[src/rtl/if_stage_if.sv]
// Bundle of the fetch-stage control, instruction-memory and IF/ID signals.
// The master side is the fetch stage; the slave side is its environment.
interface if_stage_if;
  logic        start_i;
  logic        stall_i;
  logic        branch_taken_i;
  logic [31:0] branch_target_i;
  logic [31:0] imem_addr_o;
  logic [31:0] imem_data_i;
  logic [31:0] instr_o;
  logic [31:0] pc_o;
  logic        flush_o;
  logic        done_o;

  modport master (
    input  start_i,
    input  stall_i,
    input  branch_taken_i,
    input  branch_target_i,
    input  imem_data_i,
    output imem_addr_o,
    output instr_o,
    output pc_o,
    output flush_o,
    output done_o
  );

  modport slave (
    output start_i,
    output stall_i,
    output branch_taken_i,
    output branch_target_i,
    output imem_data_i,
    input  imem_addr_o,
    input  instr_o,
    input  pc_o,
    input  flush_o,
    input  done_o
  );
endinterface

[src/rtl/if_stage.sv]
// Instruction-fetch stage with IF/ID pipeline register: PC sequencing, branch squash,
// load-use hold and an end-of-program drain before signalling done.
module if_stage #(
  parameter logic [31:0] RESET_PC     = 32'h0000_0000,
  parameter int unsigned IMEM_WORDS   = 256,
  parameter int unsigned DRAIN_CYCLES = 4,
  parameter logic [31:0] NOP_INSTR    = 32'h0000_0013
) (
  input logic      clk_i,
  input logic      rst_i,
  if_stage_if.master bus
);

  typedef enum logic [1:0] {StIdle, StRun, StDrain, StDone} state_e;

  localparam logic [31:0] EndAddr   = 32'(IMEM_WORDS * 4);
  localparam logic [3:0]  DrainLoad = 4'(DRAIN_CYCLES - 1);

  state_e      state_q;
  logic [31:0] pc_q;
  logic [31:0] instr_q;
  logic [31:0] pc_id_q;
  logic        flush_q;
  logic        done_q;
  logic [3:0]  drain_cnt_q;

  logic [31:0] target_d;
  logic [31:0] pc_inc_d;
  logic        at_end;
  logic        target_in_range;

  assign target_d        = bus.branch_target_i & ~32'h3;
  assign pc_inc_d        = pc_q + 32'd4;
  assign at_end          = (pc_q >= EndAddr);
  assign target_in_range = (target_d < EndAddr);

  assign bus.imem_addr_o = pc_q;
  assign bus.instr_o     = instr_q;
  assign bus.pc_o        = pc_id_q;
  assign bus.flush_o     = flush_q;
  assign bus.done_o      = done_q;

  always_ff @(posedge clk_i or posedge rst_i) begin
    if (rst_i) begin
      state_q     <= StIdle;
      pc_q        <= RESET_PC;
      instr_q     <= NOP_INSTR;
      pc_id_q     <= 32'h0;
      flush_q     <= 1'b1;
      done_q      <= 1'b0;
      drain_cnt_q <= 4'd0;
    end else begin
      case (state_q)
        StIdle: begin
          if (bus.start_i) state_q <= StRun;
        end

        StRun: begin
          // A stalled branch sits in ID, so it is only honoured once the stall drops.
          if (!bus.stall_i) begin
            if (bus.branch_taken_i) begin
              pc_q    <= target_d;
              instr_q <= NOP_INSTR;
              pc_id_q <= pc_q;
              flush_q <= 1'b1;
            end else if (at_end) begin
              instr_q     <= NOP_INSTR;
              flush_q     <= 1'b1;
              drain_cnt_q <= DrainLoad;
              state_q     <= StDrain;
            end else begin
              instr_q <= bus.imem_data_i;
              pc_id_q <= pc_q;
              flush_q <= 1'b0;
              pc_q    <= pc_inc_d;
            end
          end
        end

        StDrain: begin
          instr_q <= NOP_INSTR;
          flush_q <= 1'b1;
          if (!bus.stall_i) begin
            // A late branch back into the program resumes fetching instead of finishing.
            if (bus.branch_taken_i && target_in_range) begin
              pc_q        <= target_d;
              state_q     <= StRun;
              drain_cnt_q <= 4'd0;
            end else if (drain_cnt_q == 4'd0) begin
              state_q <= StDone;
              done_q  <= 1'b1;
            end else begin
              drain_cnt_q <= drain_cnt_q - 4'd1;
            end
          end
        end

        StDone: begin
          done_q <= 1'b1;
        end

        default: state_q <= StIdle;
      endcase
    end
  end

endmodule

[src/flat_wrapper.sv]
// flat-port wrapper written by rule: the top's interface ports become plain ports
module if_stage_flat 
#(
  parameter logic [31:0] RESET_PC     = 32'h0000_0000,
  parameter int unsigned IMEM_WORDS   = 256,
  parameter int unsigned DRAIN_CYCLES = 4,
  parameter logic [31:0] NOP_INSTR    = 32'h0000_0013
)
  (clk_i, rst_i, bus_start_i, bus_stall_i, bus_branch_taken_i, bus_branch_target_i, bus_imem_data_i, bus_imem_addr_o, bus_instr_o, bus_pc_o, bus_flush_o, bus_done_o);
  if_stage_if bus_i ();
  input logic clk_i;
  input logic rst_i;
  input wire logic [$bits(bus_i.start_i)-1:0] bus_start_i;
  input wire logic [$bits(bus_i.stall_i)-1:0] bus_stall_i;
  input wire logic [$bits(bus_i.branch_taken_i)-1:0] bus_branch_taken_i;
  input wire logic [$bits(bus_i.branch_target_i)-1:0] bus_branch_target_i;
  input wire logic [$bits(bus_i.imem_data_i)-1:0] bus_imem_data_i;
  output wire logic [$bits(bus_i.imem_addr_o)-1:0] bus_imem_addr_o;
  output wire logic [$bits(bus_i.instr_o)-1:0] bus_instr_o;
  output wire logic [$bits(bus_i.pc_o)-1:0] bus_pc_o;
  output wire logic [$bits(bus_i.flush_o)-1:0] bus_flush_o;
  output wire logic [$bits(bus_i.done_o)-1:0] bus_done_o;
  assign bus_i.start_i = bus_start_i;
  assign bus_i.stall_i = bus_stall_i;
  assign bus_i.branch_taken_i = bus_branch_taken_i;
  assign bus_i.branch_target_i = bus_branch_target_i;
  assign bus_i.imem_data_i = bus_imem_data_i;
  assign bus_imem_addr_o = bus_i.imem_addr_o;
  assign bus_instr_o = bus_i.instr_o;
  assign bus_pc_o = bus_i.pc_o;
  assign bus_flush_o = bus_i.flush_o;
  assign bus_done_o = bus_i.done_o;
  if_stage #(.RESET_PC(RESET_PC), .IMEM_WORDS(IMEM_WORDS), .DRAIN_CYCLES(DRAIN_CYCLES), .NOP_INSTR(NOP_INSTR)) u_core (.clk_i(clk_i), .rst_i(rst_i), .bus(bus_i));
endmodule
[config.mk]
export PLATFORM = sky130hd
export DESIGN_NAME = if_stage_flat
export DESIGN_NICKNAME = d
export VERILOG_FILES = /design/src/rtl/if_stage_if.sv /design/src/rtl/if_stage.sv /design/src/flat_wrapper.sv
export SDC_FILE = /design/constraint.sdc
export NUM_CORES = 1
export LEC_CHECK = 0
export ABC_CLOCK_PERIOD_IN_PS = 4900
export CAP_MARGIN = 20
export CORE_MARGIN = 1.5
export CORE_UTILIZATION = 40
export DETAILED_ROUTE_END_ITERATION = 10
export MAX_ROUTING_LAYER = met4
export PLACE_DENSITY_LB_ADDON = 0.3
export SETUP_SLACK_MARGIN = 0.3
export SLEW_MARGIN = 0
export SYNTH_ARGS = -nofsm -noshare
export SYNTH_HDL_FRONTEND = slang
export SYNTH_SLANG_ARGS = --single-unit
[constraint.sdc]
create_clock -name clk_i -period 4.9 [get_ports clk_i]
set_clock_uncertainty 0.1 [all_clocks]
set_input_delay 0.98 -clock clk_i [delete_from_list [all_inputs] [get_ports clk_i]]
set_output_delay 0.98 -clock clk_i [all_outputs]
set_load 0.1 [all_outputs]
==> results_dict.tcl, run 1 <==
set metrics [dict create \
    status "complete, no violations" \
    grt_pass1_wl_mm 22.89 \
    viasPerCell 5.811 \
    drive_above_1_share 0.1240 \
    synth_top_cells_by_area "dfrtp_1 47%, a22o_1 6.1%, mux2_2 3.9%, mux2_1 2.6%, ha_1 2.4%" \
    vdd_ir_drop_max_mv 0.1793 \
    place.detailed.hpwl_mm 10.29 \
    clock.fmax_mhz 288.0 \
    layout-area-overhead-vs-synth_pct 40.99 \
    cp_top_family "simple AND/OR/NAND/NOR gates" \
    rows 41 \
    die_area_um2 13530 \
    critical_path_class "in2reg" \
    num_io_pins 167 \
    grt_pass1_vias 4377 \
    htree_levels 3 \
    max_stage_delay_ps 620 \
    hp-start "u_core.bus.pc_o[23]$_DFFE_PP0P_" \
    r2r_cells 6 \
    seq_area_frac_synth 0.4881 \
    cts_hold_buf 0 \
    cts_tree "yes" \
    hp-class "reg2reg" \
    start_util 0.4088 \
    cts.root.buffer_cell "clkbuf_16" \
    reg2reg_slack_ps 2210 \
    r2r-end "u_core.bus.imem_addr_o[14]$_DFFE_PP0P_" \
    ys_types 63 \
    start_kind "input pin" \
    setup_slack_ps 1428 \
    post-place-ws_ps 1134 \
    wl_mm 14.72 \
    r2r_start "u_core.bus.imem_addr_o[11]$_DFFE_PP0P_" \
    vias 4608 \
    critPathCaptureType "flop" \
    synthCells 465 \
    fin_crit_sh 0.7086 \
    die-width_um 116.3 \
    numCtsBuffers 9 \
    cts_resized 0 \
    syn_area_um2 5137 \
    core-area_um2 12570 \
    rsz0062_at_grt "false" \
    min_to "u_core.bus.pc_o[23]$_DFFE_PP0P_" \
    synth.top_cell.area_share 0.4676 \
    synth_warnings 0 \
    drv_cap 0 \
    gr-total-overflow 0 \
    slew_headroom 0.3242 \
    setup_tns_ps 0 \
    grt_usage 0.2253 \
    clk_path_buf_depth 2 \
    critical_path.slowest_cell "clkdlybuf4s50_1" \
    drc_errors 0 \
    grt_max_degree 87 \
    synth_edf_count 0 \
    die_height_um 116.3 \
    crit_required_ps 5090 \
    final_nets 695 \
    worstPathMaxFanout 10 \
    clkSlewWorstSetupHoldPaths_ps 70 \
    path_cells "clkdlybuf4s50_1, nor3b_1, nand4_2, o31a_1, nor3_4, buf_4, mux2i_1" \
    crit_buf_inv 2 \
    syn_area_per_cell_um2 11.05 \
    power.static_leakage_nw 3.037 \
    cts_setup_buffers 0 \
    finalHoldViolCount 0 \
    synth_flop_cell "dfrtp_1" \
    worst_pin_slew_ps 1011 \
    cp.arrival_ps 3660 \
    ys_seq_elements 100 \
    grt_antenna_before_repair 0 \
    clock_latency_ps 360 \
    ys_async_sr_fraction 1.000 \
    finalCriticalPeriod_ps 3472 \
    routabilityCongestion 0.9084 \
    antenna_cells 0 \
    avgRoutedWirePerCell_um 18.56 \
    portBuffers 160 \
    report.final.slew_viol_count 0 \
    setup_violations 0 \
    firstDrtPassIters 5 \
    final_antenna_net_count 0 \
    power.density_nw_per_um2 263.6 \
    yosysTopAreaCell "dfrtp_1" \
    first_iter_violations 345 \
    hold_path_depth 1 \
    cts_sinks 100 \
]
cells by family (layout without fill, tap and decap cells):
family,Yosys count,in the layout,share of synthesized area
compound gates,158,158,0.2355
fa+ha+maj,10,10,0.02435
buf+inv,52,205,0.04944
flops,100,100,0.4881
mux,34,34,0.07355
other cells,1,4,0.0007299
simple gates,110,110,0.1284
Yosys cell counts (all sizes together) (2+ instances only):
library cell,count
nand4,8
a31oi,19
nor2,12
o41ai,4
inv,15
nor3,5
o221ai,2
mux2i,4
o31ai,10
o22ai,12
nor4,15
buf,25
o22a,4
mux2,30
clkbuf,12
o211ai,6
or3,4
and4,7
dfstp,4
ha,10
nand2,32
nor3b,2
nand3,17
o21ai,20
and2,2
o2bb2ai,5
a2111oi,2
o211a,2
a22oi,2
a2bb2oi,2
a22o,36
a21oi,23
dfrtp,96
area by class of cell:
type / count / area, µm²
Clock buffer: 9 / 225.2
Clock inverter: 7 / 92.59
Fill cell: 1086 / 5325
Inverter: 15 / 58.81
Multi-Input combinational cell: 316 / 2400
Sequential cell: 100 / 2507
Tap cell: 172 / 215.2
Timing Repair Buffer: 174 / 1744
flip-flops by register name, indices dropped and copies added, names as in the netlist:
| name | cells |
|---|---|
| u_core.bus.pc_o | 30 |
| u_core.bus.imem_addr_o | 30 |
| u_core.state_q | 2 |
| u_core.bus.done_o | 1 |
| u_core.drain_cnt_q | 4 |
| u_core.bus.instr_o | 32 |
| u_core.bus.flush_o | 1 |
per-layer routing:
| layer | GRT usage | routed length, µm |
|---|---|---|
| met1 | 0.2963 | 6421 |
| met2 | 0.3467 | 7233 |
| met4 | 0.07805 | 253 |
| met3 | 0.04774 | 810 |
| met5 | - | 0 |
cells in the final DEF, fill, tap and decap left out, drive strengths merged, types with 3 or more instances in the layout:
master | Yosys | routed
nor2 | 12 | 12
nor4 | 15 | 15
a31oi | 19 | 19
inv | 15 | 18
and4 | 7 | 7
clkinv | 0 | 3
ha | 10 | 10
o31ai | 10 | 10
dfrtp | 96 | 96
nand2 | 32 | 32
mux2 | 30 | 30
conb | 1 | 4
clkdlybuf4s50 | 0 | 160
mux2i | 4 | 4
a21oi | 23 | 23
or3 | 4 | 4
nor3 | 5 | 5
nand3 | 17 | 17
nand4 | 8 | 8
o22a | 4 | 4
clkbuf | 12 | 10
o22ai | 12 | 12
dfstp | 4 | 4
o211ai | 6 | 6
o21ai | 20 | 20
a22o | 36 | 36
o2bb2ai | 5 | 5
o41ai | 4 | 4
buf | 25 | 13
stage by stage:
stage	hold WS (ps)	area [µm²]	std cells	util	power, mW
floorplan	387.2	5149	468	-	1.056
global placement	372.9	6865	774	0.5462	1.160
detailed placement	380.6	6865	774	0.5462	1.164
CTS	400.3	7183	790	0.5715	1.926
global route	407.5	7243	793	0.5763	1.973
finish	396.3	7243	793	0.5763	1.909
worst max path at each step:
stage	startpoint	end	slack [ps]	cells after the start
after CTS	bus_branch_taken_i	u_core.bus.imem_addr_o[3]$_DFFE_PP0P_	1500	7
after global placement	bus_branch_target_i[29]	u_core.bus.imem_addr_o[3]$_DFFE_PP0P_	1180	7
after floorplan	rst_i	u_core.bus.done_o$_DFFE_PP0P_	1210	1
after detailed placement	bus_branch_taken_i	u_core.bus.imem_addr_o[3]$_DFFE_PP0P_	1130	7
final	bus_branch_taken_i	u_core.bus.imem_addr_o[3]$_DFFE_PP0P_	1430	7
after global routing	bus_branch_target_i[29]	u_core.bus.imem_addr_o[3]$_DFFE_PP0P_	1370	7
where the power goes:
group,internal [mW],total [mW],switching [mW],leakage (nW)
combinational,0.0980,0.284,0.186,1.61
sequential,0.839,0.869,0.0302,1.27
clock,0.410,0.756,0.347,0.155
total,1.35,1.91,0.563,3.04
(Power assumes the default switching activity.)
==> run 2, diff against run 1 <==
Settings changed: ABC_CLOCK_PERIOD_IN_PS 4900 to 3500.
Clock period 4.9 ns to 3.5 ns, I/O delays scaled along.
==> results_dict.tcl, run 2 (synthesis results as in run 1) <==
set metrics [dict create \
    cts_sinks 100 \
    num_io_pins 167 \
    slew_headroom 0.3506 \
    cp.arrival_ps 3020 \
    start_kind "input pin" \
    final_core_util 0.5624 \
    drive_above_1_share 0.2395 \
    post-place-ws_ps 147.3 \
    worstPathMaxFanout 27 \
    start_util 0.4088 \
    clock.fmax_mhz 349.1 \
    clock_latency_ps 360 \
    seqPwrFrac 0.465 \
    grt_pass1_vias 4347 \
    first_iter_violations 383 \
    final_nets 696 \
    vias 4518 \
    hp-class "reg2reg" \
    setup_tns_ps 0 \
    layout_commonest_cell "dfrtp_1" \
    cts_hold_buf 0 \
    p_comb_frac 0.150 \
    crit_start "bus_branch_target_i[29]" \
    die_area_um2 13530 \
    timing.hold.ws_ps 390.5 \
    drv_cap 0 \
    crit_end "u_core.bus.imem_addr_o[31]$_DFFE_PP0P_" \
    avgRoutedWirePerCell_um 18.20 \
    viasPerCell 5.690 \
    report.final.slew_viol_count 0 \
    r2r_start "u_core.bus.imem_addr_o[11]$_DFFE_PP0P_" \
    finalCriticalPeriod_ps 2864 \
    crit_buf_inv 2 \
    grt_max_degree 56 \
    power.static_leakage_nw 3.126 \
    grt_usage 0.2245 \
    r2r_cells 6 \
    rsz0062_at_grt "false" \
    numCtsBuffers 9 \
    drc_errors 0 \
    grt_pass1_wl_mm 22.75 \
    p_sw_mw 0.7998 \
    wl_mm 14.45 \
    setup_violations 0 \
    gr-total-overflow 0 \
    final_antenna_net_count 0 \
    cts_setup_buffers 0 \
    path_cells "clkdlybuf4s50_1, nor4_1, nand4_2, o41ai_4, buf_12, nand2_2, o22a_1" \
    clkSlewWorstSetupHoldPaths_ps 80 \
    critical_path_class "in2reg" \
    place_area_um2 6749 \
    cts_resized 0 \
    setup_slack_ps 635.9 \
    core-area_um2 12570 \
    regArea_um2 2507 \
    cts_tree "yes" \
    finalHoldViolCount 0 \
    antenna_cells 0 \
    portBuffers 160 \
    cp_num_cells 7 \
    r2r-end "u_core.bus.imem_addr_o[31]$_DFFE_PP0P_" \
    worst_pin_slew_ps 971.1 \
    cts.root.buffer_cell "clkbuf_16" \
    multi_input_area_um2 2400 \
    largest_reg_flops 32 \
    die-width_um 116.3 \
    fin_area_um2 7068 \
    rows 41 \
    critPathCaptureType "flop" \
    critical_path.slowest_cell "nor4_1" \
    switching_share 0.3060 \
    power_frac_clock 0.385 \
    firstDrtPassIters 5 \
    crit_required_ps 3650 \
    power.density_nw_per_um2 369.8 \
    p_int_mw 1.814 \
    layout-area-overhead-vs-synth_pct 37.58 \
    htree_levels 3 \
    routabilityCongestion 0.8746 \
    reg2reg_slack_ps 850 \
    final_cell_mix "96 x dfrtp_1, 89 x clkdlybuf4s50_1, 82 x buf_4, 36 x a22o_1, 31 x nand2_1" \
    place.detailed.hpwl_mm 10.19 \
    status "complete, no violations" \
    vdd_ir_drop_max_mv 0.2719 \
    clk_path_buf_depth 2 \
    cp_top_family "simple AND/OR/NAND/NOR gates" \
    die_height_um 116.3 \
    fillers 1070 \
    fin_crit_sh 0.8183 \
    max_stage_delay_ps 520 \
    grt_antenna_before_repair 0 \
]
## run 2: final cells by class
cell class | instances | share of cell area
Sequential cell | 100 | 0.3548
Clock buffer | 9 | 0.03186
Tap cell | 172 | 0.03045
Timing Repair Buffer | 175 | 0.2238
Clock inverter | 7 | 0.01115
Multi-Input combinational cell | 316 | 0.3395
Inverter | 15 | 0.008497
## run 2: power groups by stage
stage | clock (mW) | combinational (mW) | sequential, mW
3_5_place_dp | 0 | 0.391 | 1.24
3_3_place_gp | 0 | 0.388 | 1.24
6_report | 1.01 | 0.391 | 1.22
2_1_floorplan | 0 | 0.124 | 1.35
4_1_cts | 1.04 | 0.392 | 1.22
5_1_grt | 1.09 | 0.415 | 1.22
## run 2: worst register-to-register path, stage by stage (launching register included)
cell      delay [ps]
dfrtp_1          500
nor4_2           490
nand4_4          250
o311ai_4         570
buf_8            250
nand2_2          150
o22a_1           240
## run 2: stage by stage
step	std cells	total power, mW
6_report	794	2.614
4_1_cts	793	2.650
5_1_grt	794	2.722
3_5_place_dp	777	1.629
2_1_floorplan	468	1.478
3_3_place_gp	777	1.624
## run 2: worst min-delay path by stage
stage	from	endpoint	cells after the start
6_report	u_core.bus.pc_o[27]$_DFFE_PP0P_	u_core.bus.pc_o[27]$_DFFE_PP0P_	1
5_1_grt	u_core.bus.pc_o[27]$_DFFE_PP0P_	u_core.bus.pc_o[27]$_DFFE_PP0P_	1
4_1_cts	u_core.bus.pc_o[27]$_DFFE_PP0P_	u_core.bus.pc_o[27]$_DFFE_PP0P_	1
3_5_place_dp	u_core.bus.done_o$_DFFE_PP0P_	u_core.bus.done_o$_DFFE_PP0P_	2
3_3_place_gp	u_core.bus.pc_o[27]$_DFFE_PP0P_	u_core.bus.pc_o[27]$_DFFE_PP0P_	1
2_1_floorplan	u_core.drain_cnt_q[1]$_DFFE_PP0P_	u_core.drain_cnt_q[1]$_DFFE_PP0P_	1
## run 2: metal layers
layer  track usage  wire length [µm]  share of wire
met1        0.3005              6333           0.44
met2        0.3361              6822           0.47
met3       0.05138              1017          0.070
met4       0.07805               277          0.019
met5             -                 0              0
